<file path="config.mk">
export PLATFORM = sky130hd
export DESIGN_NAME = seg_scan_mux_flat
export DESIGN_NICKNAME = d
export VERILOG_FILES = /design/src/rtl/seg_scan_mux_if.sv /design/src/rtl/seg_scan_mux.sv /design/src/flat_wrapper.sv
export SDC_FILE = /design/constraint.sdc
export NUM_CORES = 1
export LEC_CHECK = 0
export ABC_AREA = 0
export CAP_MARGIN = 10
export CORE_ASPECT_RATIO = 0.5
export CORE_MARGIN = 3
export CORE_UTILIZATION = 53
export DETAILED_ROUTE_END_ITERATION = 8
export PLACE_DENSITY = 0.8
export SYNTH_ARGS = -nofsm -noshare
export SYNTH_HDL_FRONTEND = slang
export SYNTH_SLANG_ARGS = --single-unit
</file>
<file path="constraint.sdc">
create_clock -name clk -period 2.4 [get_ports clk]
set_clock_uncertainty 0.1 [all_clocks]
set_input_delay 0.48 -clock clk [delete_from_list [all_inputs] [get_ports clk]]
set_output_delay 0.48 -clock clk [all_outputs]
set_load 0.01 [all_outputs]
</file>
<file path="src/rtl/seg_scan_mux_if.sv">
// Pin bundle for the four-digit scan driver.
// master: the countdown logic side (drives mode/value/blank_lz, sees the pins).
// slave : seg_scan_mux itself (reads the controls, drives seg/an/dp/frame_tick).
interface seg_scan_mux_if;
    logic [1:0] mode;
    logic [6:0] value;
    logic       blank_lz;
    logic [6:0] seg;
    logic [3:0] an;
    logic       dp;
    logic       frame_tick;

    modport master (output mode, value, blank_lz, input seg, an, dp, frame_tick);
    modport slave  (input mode, value, blank_lz, output seg, an, dp, frame_tick);
endinterface

</file>
<file path="src/rtl/seg_scan_mux.sv">
// Four-digit multiplexed seven-segment scan driver.
// Slots run SLOT3 -> SLOT0 -> SLOT1 -> SLOT2; slot k lights an[3-k].
// Inputs are sampled once per frame at the start of SLOT3. The 0-99 value goes through
// a subtract-by-ten BCD converter, and everything the digits show is reloaded
// only at the SLOT3 -> SLOT0 boundary, so no digit changes mid-frame.
// Optional feature macro: SEG_SCAN_DP_HEARTBEAT_EN (frame-counter dp blink on digit 2).
module seg_scan_mux #(
    parameter int SLOT_CYCLES = 12500,
    parameter int GAP_CYCLES  = 64
) (
    input  logic          clk,
    input  logic          reset,
    seg_scan_mux_if.slave bus
);
    localparam int            CW       = $clog2(SLOT_CYCLES);
    localparam logic [CW-1:0] CNT_LAST = CW'(SLOT_CYCLES - 1);
    localparam logic [CW-1:0] GAP_END  = CW'(GAP_CYCLES);

    localparam logic [1:0] SLOT0 = 2'd0;
    localparam logic [1:0] SLOT1 = 2'd1;
    localparam logic [1:0] SLOT2 = 2'd2;
    localparam logic [1:0] SLOT3 = 2'd3;

    localparam logic [1:0] C_IDLE = 2'd0;
    localparam logic [1:0] C_CONV = 2'd1;
    localparam logic [1:0] C_DONE = 2'd2;

    localparam logic [1:0] M_BANNER = 2'd0;
    localparam logic [1:0] M_NUMBER = 2'd1;
    localparam logic [1:0] M_WIN    = 2'd2;

    localparam logic [6:0] G_BLANK = 7'b1111111;
    localparam logic [6:0] G_C     = 7'b1000110;
    localparam logic [6:0] G_L     = 7'b1000111;
    localparam logic [6:0] G_U     = 7'b1000001;

    function automatic logic [6:0] digit_glyph(input logic [3:0] d);
        case (d)
            4'd0:    digit_glyph = 7'b1000000;
            4'd1:    digit_glyph = 7'b1111001;
            4'd2:    digit_glyph = 7'b0100100;
            4'd3:    digit_glyph = 7'b0110000;
            4'd4:    digit_glyph = 7'b0011001;
            4'd5:    digit_glyph = 7'b0010010;
            4'd6:    digit_glyph = 7'b0000010;
            4'd7:    digit_glyph = 7'b1111000;
            4'd8:    digit_glyph = 7'b0000000;
            4'd9:    digit_glyph = 7'b0010000;
            default: digit_glyph = G_BLANK;
        endcase
    endfunction

    // slot sequencer
    logic [1:0]    slot_q, slot_d;
    logic [CW-1:0] cnt_q, cnt_d;
    // shadow capture and BCD converter
    logic [1:0]    sh_mode_q, sh_mode_d;
    logic          sh_blz_q, sh_blz_d;
    logic [6:0]    sh_val_q, sh_val_d;
    logic [1:0]    conv_q, conv_d;
    logic [6:0]    rem_q, rem_d;
    logic [3:0]    tacc_q, tacc_d;
    logic [3:0]    tens_r_q, tens_r_d;
    logic [3:0]    ones_r_q, ones_r_d;
    // per-frame display copy
    logic [1:0]    disp_mode_q, disp_mode_d;
    logic          disp_blz_q, disp_blz_d;
    logic [3:0]    disp_tens_q, disp_tens_d;
    logic [3:0]    disp_ones_q, disp_ones_d;
    // registered pins
    logic [6:0]    seg_q, seg_d;
    logic [3:0]    an_q, an_d;
    logic          dp_q, dp_d;
    logic          tick_q, tick_d;

    logic          slot_end, capture, frame_load, in_gap, lit;
    logic [1:0]    digit;
    logic [6:0]    glyph;

    // Slot counter wraps at SLOT_CYCLES-1 and advances the slot (SLOT3 wraps to SLOT0).
    always_comb begin
        slot_end   = (cnt_q == CNT_LAST);
        capture    = (slot_q == SLOT3) && (cnt_q == '0);
        frame_load = (slot_q == SLOT3) && slot_end;
        cnt_d      = slot_end ? '0 : cnt_q + 1'b1;
        slot_d     = slot_end ? slot_q + 2'd1 : slot_q;
    end

    // Capture inputs at SLOT3 start, then convert by repeated subtraction of ten.
    always_comb begin
        sh_mode_d = sh_mode_q;
        sh_blz_d  = sh_blz_q;
        sh_val_d  = sh_val_q;
        conv_d    = conv_q;
        rem_d     = rem_q;
        tacc_d    = tacc_q;
        tens_r_d  = tens_r_q;
        ones_r_d  = ones_r_q;
        if (capture) begin
            sh_mode_d = bus.mode;
            sh_blz_d  = bus.blank_lz;
            sh_val_d  = (bus.value > 7'd99) ? 7'd99 : bus.value;
            rem_d     = sh_val_d;
            tacc_d    = '0;
            conv_d    = C_CONV;
        end else begin
            case (conv_q)
                C_CONV: begin
                    if (rem_q >= 7'd10) begin
                        rem_d  = rem_q - 7'd10;
                        tacc_d = tacc_q + 4'd1;
                    end else begin
                        conv_d = C_DONE;
                    end
                end
                C_DONE: begin
                    tens_r_d = tacc_q;
                    ones_r_d = rem_q[3:0];
                    conv_d   = C_IDLE;
                end
                default: conv_d = C_IDLE;
            endcase
        end
    end

    // Digits read a copy refreshed only at the frame boundary; the SLOT3 digit
    // would otherwise change partway through its own slot after capture.
    always_comb begin
        disp_mode_d = disp_mode_q;
        disp_blz_d  = disp_blz_q;
        disp_tens_d = disp_tens_q;
        disp_ones_d = disp_ones_q;
        if (frame_load) begin
            disp_mode_d = sh_mode_q;
            disp_blz_d  = sh_blz_q;
            disp_tens_d = tens_r_q;
            disp_ones_d = ones_r_q;
        end
    end

    // Glyph select and gap blanking; a blank digit keeps its anode off all slot.
    always_comb begin
        digit = 2'd3 - slot_q;
        glyph = G_BLANK;
        case (disp_mode_q)
            M_BANNER: begin
                case (digit)
                    2'd3:    glyph = G_C;
                    2'd2:    glyph = G_L;
                    2'd1:    glyph = digit_glyph(4'd0);
                    default: glyph = G_BLANK;
                endcase
            end
            M_NUMBER: begin
                case (digit)
                    2'd3:    glyph = (disp_tens_q == 4'd0 && disp_blz_q) ? G_BLANK
                                                                        : digit_glyph(disp_tens_q);
                    2'd2:    glyph = digit_glyph(disp_ones_q);
                    default: glyph = G_BLANK;
                endcase
            end
            M_WIN:   glyph = (digit <= 2'd1) ? G_U : G_BLANK;
            default: glyph = (digit == 2'd1) ? G_L : G_BLANK;
        endcase
        in_gap = (cnt_q < GAP_END);
        lit    = !in_gap && (glyph != G_BLANK);
        an_d   = lit ? ~(4'b0001 << digit) : 4'b1111;
        seg_d  = lit ? glyph : G_BLANK;
        tick_d = (slot_q == SLOT0) && (cnt_q == '0);
    end

`ifdef SEG_SCAN_DP_HEARTBEAT_EN
    logic [7:0] fcnt_q, fcnt_d;

    // Frame counter; its MSB blinks the digit-2 dp in NUMBER mode.
    always_comb begin
        fcnt_d = tick_q ? fcnt_q + 8'd1 : fcnt_q;
        dp_d   = !((disp_mode_q == M_NUMBER) && (digit == 2'd2) && !in_gap && fcnt_q[7]);
    end

    // Frame counter register
    always_ff @(posedge clk or negedge reset) begin
        if (!reset) fcnt_q <= '0;
        else        fcnt_q <= fcnt_d;
    end
`else
    // Decimal point stays dark without the heartbeat feature.
    always_comb begin
        dp_d = 1'b1;
    end
`endif

    // All state and output registers, asynchronously cleared.
    always_ff @(posedge clk or negedge reset) begin
        if (!reset) begin
            slot_q      <= SLOT3;
            cnt_q       <= '0;
            sh_mode_q   <= M_BANNER;
            sh_blz_q    <= 1'b0;
            sh_val_q    <= '0;
            conv_q      <= C_IDLE;
            rem_q       <= '0;
            tacc_q      <= '0;
            tens_r_q    <= '0;
            ones_r_q    <= '0;
            disp_mode_q <= M_BANNER;
            disp_blz_q  <= 1'b0;
            disp_tens_q <= '0;
            disp_ones_q <= '0;
            seg_q       <= G_BLANK;
            an_q        <= 4'b1111;
            dp_q        <= 1'b1;
            tick_q      <= 1'b0;
        end else begin
            slot_q      <= slot_d;
            cnt_q       <= cnt_d;
            sh_mode_q   <= sh_mode_d;
            sh_blz_q    <= sh_blz_d;
            sh_val_q    <= sh_val_d;
            conv_q      <= conv_d;
            rem_q       <= rem_d;
            tacc_q      <= tacc_d;
            tens_r_q    <= tens_r_d;
            ones_r_q    <= ones_r_d;
            disp_mode_q <= disp_mode_d;
            disp_blz_q  <= disp_blz_d;
            disp_tens_q <= disp_tens_d;
            disp_ones_q <= disp_ones_d;
            seg_q       <= seg_d;
            an_q        <= an_d;
            dp_q        <= dp_d;
            tick_q      <= tick_d;
        end
    end

    assign bus.seg        = seg_q;
    assign bus.an         = an_q;
    assign bus.dp         = dp_q;
    assign bus.frame_tick = tick_q;

endmodule
</file>
<file path="src/flat_wrapper.sv">
// flat-port wrapper written by rule: the top's interface ports become plain ports
module seg_scan_mux_flat 
#(
    parameter int SLOT_CYCLES = 12500,
    parameter int GAP_CYCLES  = 64
)
  (clk, reset, bus_mode, bus_value, bus_blank_lz, bus_seg, bus_an, bus_dp, bus_frame_tick);
  seg_scan_mux_if bus_i ();
  input  logic clk;
  input  logic reset;
  input wire logic [$bits(bus_i.mode)-1:0] bus_mode;
  input wire logic [$bits(bus_i.value)-1:0] bus_value;
  input wire logic [$bits(bus_i.blank_lz)-1:0] bus_blank_lz;
  output wire logic [$bits(bus_i.seg)-1:0] bus_seg;
  output wire logic [$bits(bus_i.an)-1:0] bus_an;
  output wire logic [$bits(bus_i.dp)-1:0] bus_dp;
  output wire logic [$bits(bus_i.frame_tick)-1:0] bus_frame_tick;
  assign bus_i.mode = bus_mode;
  assign bus_i.value = bus_value;
  assign bus_i.blank_lz = bus_blank_lz;
  assign bus_seg = bus_i.seg;
  assign bus_an = bus_i.an;
  assign bus_dp = bus_i.dp;
  assign bus_frame_tick = bus_i.frame_tick;
  seg_scan_mux #(.SLOT_CYCLES(SLOT_CYCLES), .GAP_CYCLES(GAP_CYCLES)) u_core (.clk(clk), .reset(reset), .bus(bus_i));
endmodule
</file>
==> impl_metrics.tcl <==
set metrics [dict create \
    num_antenna_cells 0 \
    place_congestion 0.943 \
    grt_pass1_vias 2414 \
    crit_arrival_ns 2.39 \
    yosysTopAreaCell "dfrtp_1" \
    start_kind "register" \
    postRouteAntennaNets 0 \
    synth_edf_count 0 \
    dieArea_um2 7480 \
    cts-root-buf "clkbuf_16" \
    synthCells 323 \
    finalCritPeriodShare_pct 94.3 \
    fin_crit_ns 2.26 \
    wirelength_um 6780 \
    setup_tns_ns 0 \
    clock_latency_ns 0.32 \
    layout.cells.non_filler 439 \
    maxCapViolCount 0 \
    p_clk_share_pct 55.5 \
    nNetsFinal 382 \
    fp.dieH_um 62.7 \
    coreArea_um2 5820 \
    dp_hpwl_um 4760 \
    vias 2442 \
    syn_nets 355 \
    std_cell_rows 19 \
    synth_top_area_share_pct 36.7 \
    combPwrFrac_pct 1.9 \
    p_switching_mw 0.456 \
    setup_viol 0 \
    drive_above_1_share_pct 20.3 \
    grt-ovfl-total 0 \
    multi_input_comb_area_um2 1720 \
    finalPower_mw 2.51 \
    grt_usage_pct 19.7 \
    yosys_most_used_dff "dfrtp_1" \
    status "completed" \
    dr.pass1.iters 4 \
    async_reset_ff_share_pct 100 \
    worstMarginPinSlew_ns 0.621 \
    worst-path-max-fanout 10 \
    wire_per_inst_um 15.4 \
    fillerInstances 416 \
    critPathRequiredTime_ns 2.53 \
    finalMaxSlewViolations 0 \
    vdd_drop_max_v 0.000433 \
    pin_count 25 \
    power.leakage_nw 1.81 \
    synth.area.top_cells "dfrtp_1 (37%), dfstp_2 (10%), ha_1 (7.3%)" \
    clockBufferDepth 2 \
    avgSynthCellArea_um2 10.5 \
    rsz0062_at_grt "false" \
    max_freq_mhz 442 \
    intPower_mw 2.05 \
    final_area_um2 4090 \
    clock_sinks 63 \
    critPathKind "reg2reg" \
    powerDensity_nw_per_um2 613 \
    slew_headroom_pct 58.2 \
    switching_share_pct 18.2 \
    grt_pass1_wl_um 11800 \
    die_w_um 119 \
    seq_area_frac_synth_pct 46.8 \
    path_clk_slew_ns 0.05 \
    cts_tree "yes" \
    route.detailed.drc 0 \
    area_growth_pct 20.0 \
    finalHoldViolations 0 \
    avgViaCountPerCell 5.56 \
    worst_hold_path_type "in2async" \
    placed_cells 423 \
    antenna_found_initial 0 \
    cts_buffers 9 \
    p_seq_share_pct 42.6 \
    layout_common_cells "dfrtp_1 (50), nand2_1 (31), nor2_1 (24)" \
    end_kind "register" \
    synth-seq-cells 63 \
    grt_max_degree 64 \
    placed_area_um2 3720 \
    port_buffers 23 \
    drtIter0Drc 131 \
    cts_max_level 3 \
    post-cts-setup-buffer-count 0 \
    start_util_pct 58.5 \
    synthDistinctLibCells 53 \
    yosys_warnings 0 \
    netlist_area_um2 3410 \
    regArea_um2 1590 \
    mostFrequentLayoutCell "dfrtp_1" \
]
[worst paths after layout]
check	slack, ns	depth (start not counted)	start	end
worst max register to register	0.14	9	u_core.slot_q[0]$_DFFE_PN1N_	u_core.bus.an[0]$_DFF_PN1_
worst max-delay path	0.14	9	u_core.slot_q[0]$_DFFE_PN1N_	u_core.bus.an[0]$_DFF_PN1_
worst min register to register	0.39	2	u_core.sh_mode_q[0]$_DFFE_PN0P_	u_core.sh_mode_q[0]$_DFFE_PN0P_
max in group asynchronous	1.83	2	reset	u_core.bus.an[3]$_DFF_PN1_
worst min-delay path	0.06	2	reset	u_core.cnt_q[9]$_DFF_PN0_
min in group clk	0.39	2	u_core.sh_mode_q[0]$_DFFE_PN0P_	u_core.sh_mode_q[0]$_DFFE_PN0P_
[Yosys cell counts, drive strengths merged (4+ instances only)]
master / instances
nor2b: 5
nor2: 25
a21oi: 8
nand3b: 4
nor4: 5
nand3: 19
dfrtp: 50
o21ai: 10
buf: 12
mux2: 20
o211ai: 4
ha: 20
nor3: 7
inv: 14
nand2b: 8
nand2: 31
dfstp: 13
xnor2: 13
xor2: 9
[flip-flops by register name (all words and copies together), names as in the netlist, 2 cells and up]
| signal | flops |
|---|---|
| u_core.disp_mode_q | 2 |
| u_core.cnt_q | 14 |
| u_core.slot_q | 2 |
| u_core.conv_q | 2 |
| u_core.tens_r_q | 4 |
| u_core.disp_tens_q | 4 |
| u_core.tacc_q | 4 |
| u_core.sh_mode_q | 2 |
| u_core.ones_r_q | 4 |
| u_core.bus.an | 4 |
| u_core.disp_ones_q | 4 |
| u_core.bus.seg | 7 |
| u_core.rem_q | 7 |
[power by group through the flow]
stage	Clock (mW)	Combinational (mW)	Sequential, mW
after floorplan	0	0.00666	1.08
after global placement	0	0.0476	1.08
after detailed placement	0	0.0495	1.08
after CTS	1.41	0.0501	1.07
after global routing	1.47	0.0548	1.07
final	1.39	0.0485	1.07
[what timing repair did]
| item | CTS | global route |
|---|---|---|
| hold buffers | 0 | 0 |
| resized for setup | 0 | 7 |
| setup endpoints to repair | 0 | 4 |
[critical path: stages (launching register included)]
cell and delay [ns]:
dfstp_2 0.59, inv_1 0.10, ha_1 0.25, buf_4 0.19
nand2b_1 0.10, a21oi_1 0.06, a311oi_2 0.32, a221oi_2 0.11
o211ai_2 0.22, nand3_1 0.13
[cell families after synthesis]
| logic type | share of synthesized area (%) |
|---|---|
| fa+ha+maj | 7.35 |
| simple gates | 18.5 |
| buf+inv | 4.00 |
| other cells | 0.110 |
| xor+xnor | 5.66 |
| compound gates | 10.1 |
| flops | 46.8 |
| mux | 7.49 |
[routing by layer]
| layer | part of all wire, % | wire length [µm] | track usage, % | vias to the layer above |
|---|---|---|---|---|
| li1 | - | - | - | 1178 |
| met1 | 47 | 3200 | 26.4 | 1205 |
| met2 | 48 | 3230 | 30.9 | 53 |
| met3 | 4.0 | 268 | 6.42 | 6 |
| met4 | 1.2 | 79 | 5.56 | 0 |
| met5 | 0 | 0 | 0 | - |
[layout make-up]
class	instances	area share (%)
Multi-Input combinational cell	232	42.1
Sequential cell	63	39.0
Timing Repair Buffer	30	7.10
Clock buffer	13	6.37
Tap cell	84	2.57
Clock inverter	3	1.59
Inverter	14	1.29
[metrics by stage]
stage	utilization (%)	setup WS, ns	hold slack, ns
after CTS	69.4	0.00778	0.0672
after global routing	70.2	0.00226	0.0795
after global placement	63.8	0.132	0.363
after floorplan	-	0.192	0.0844
after detailed placement	63.8	0.0463	0.367
final	70.2	0.138	0.0550
Note: power is estimated with default switching activity, not from simulation.
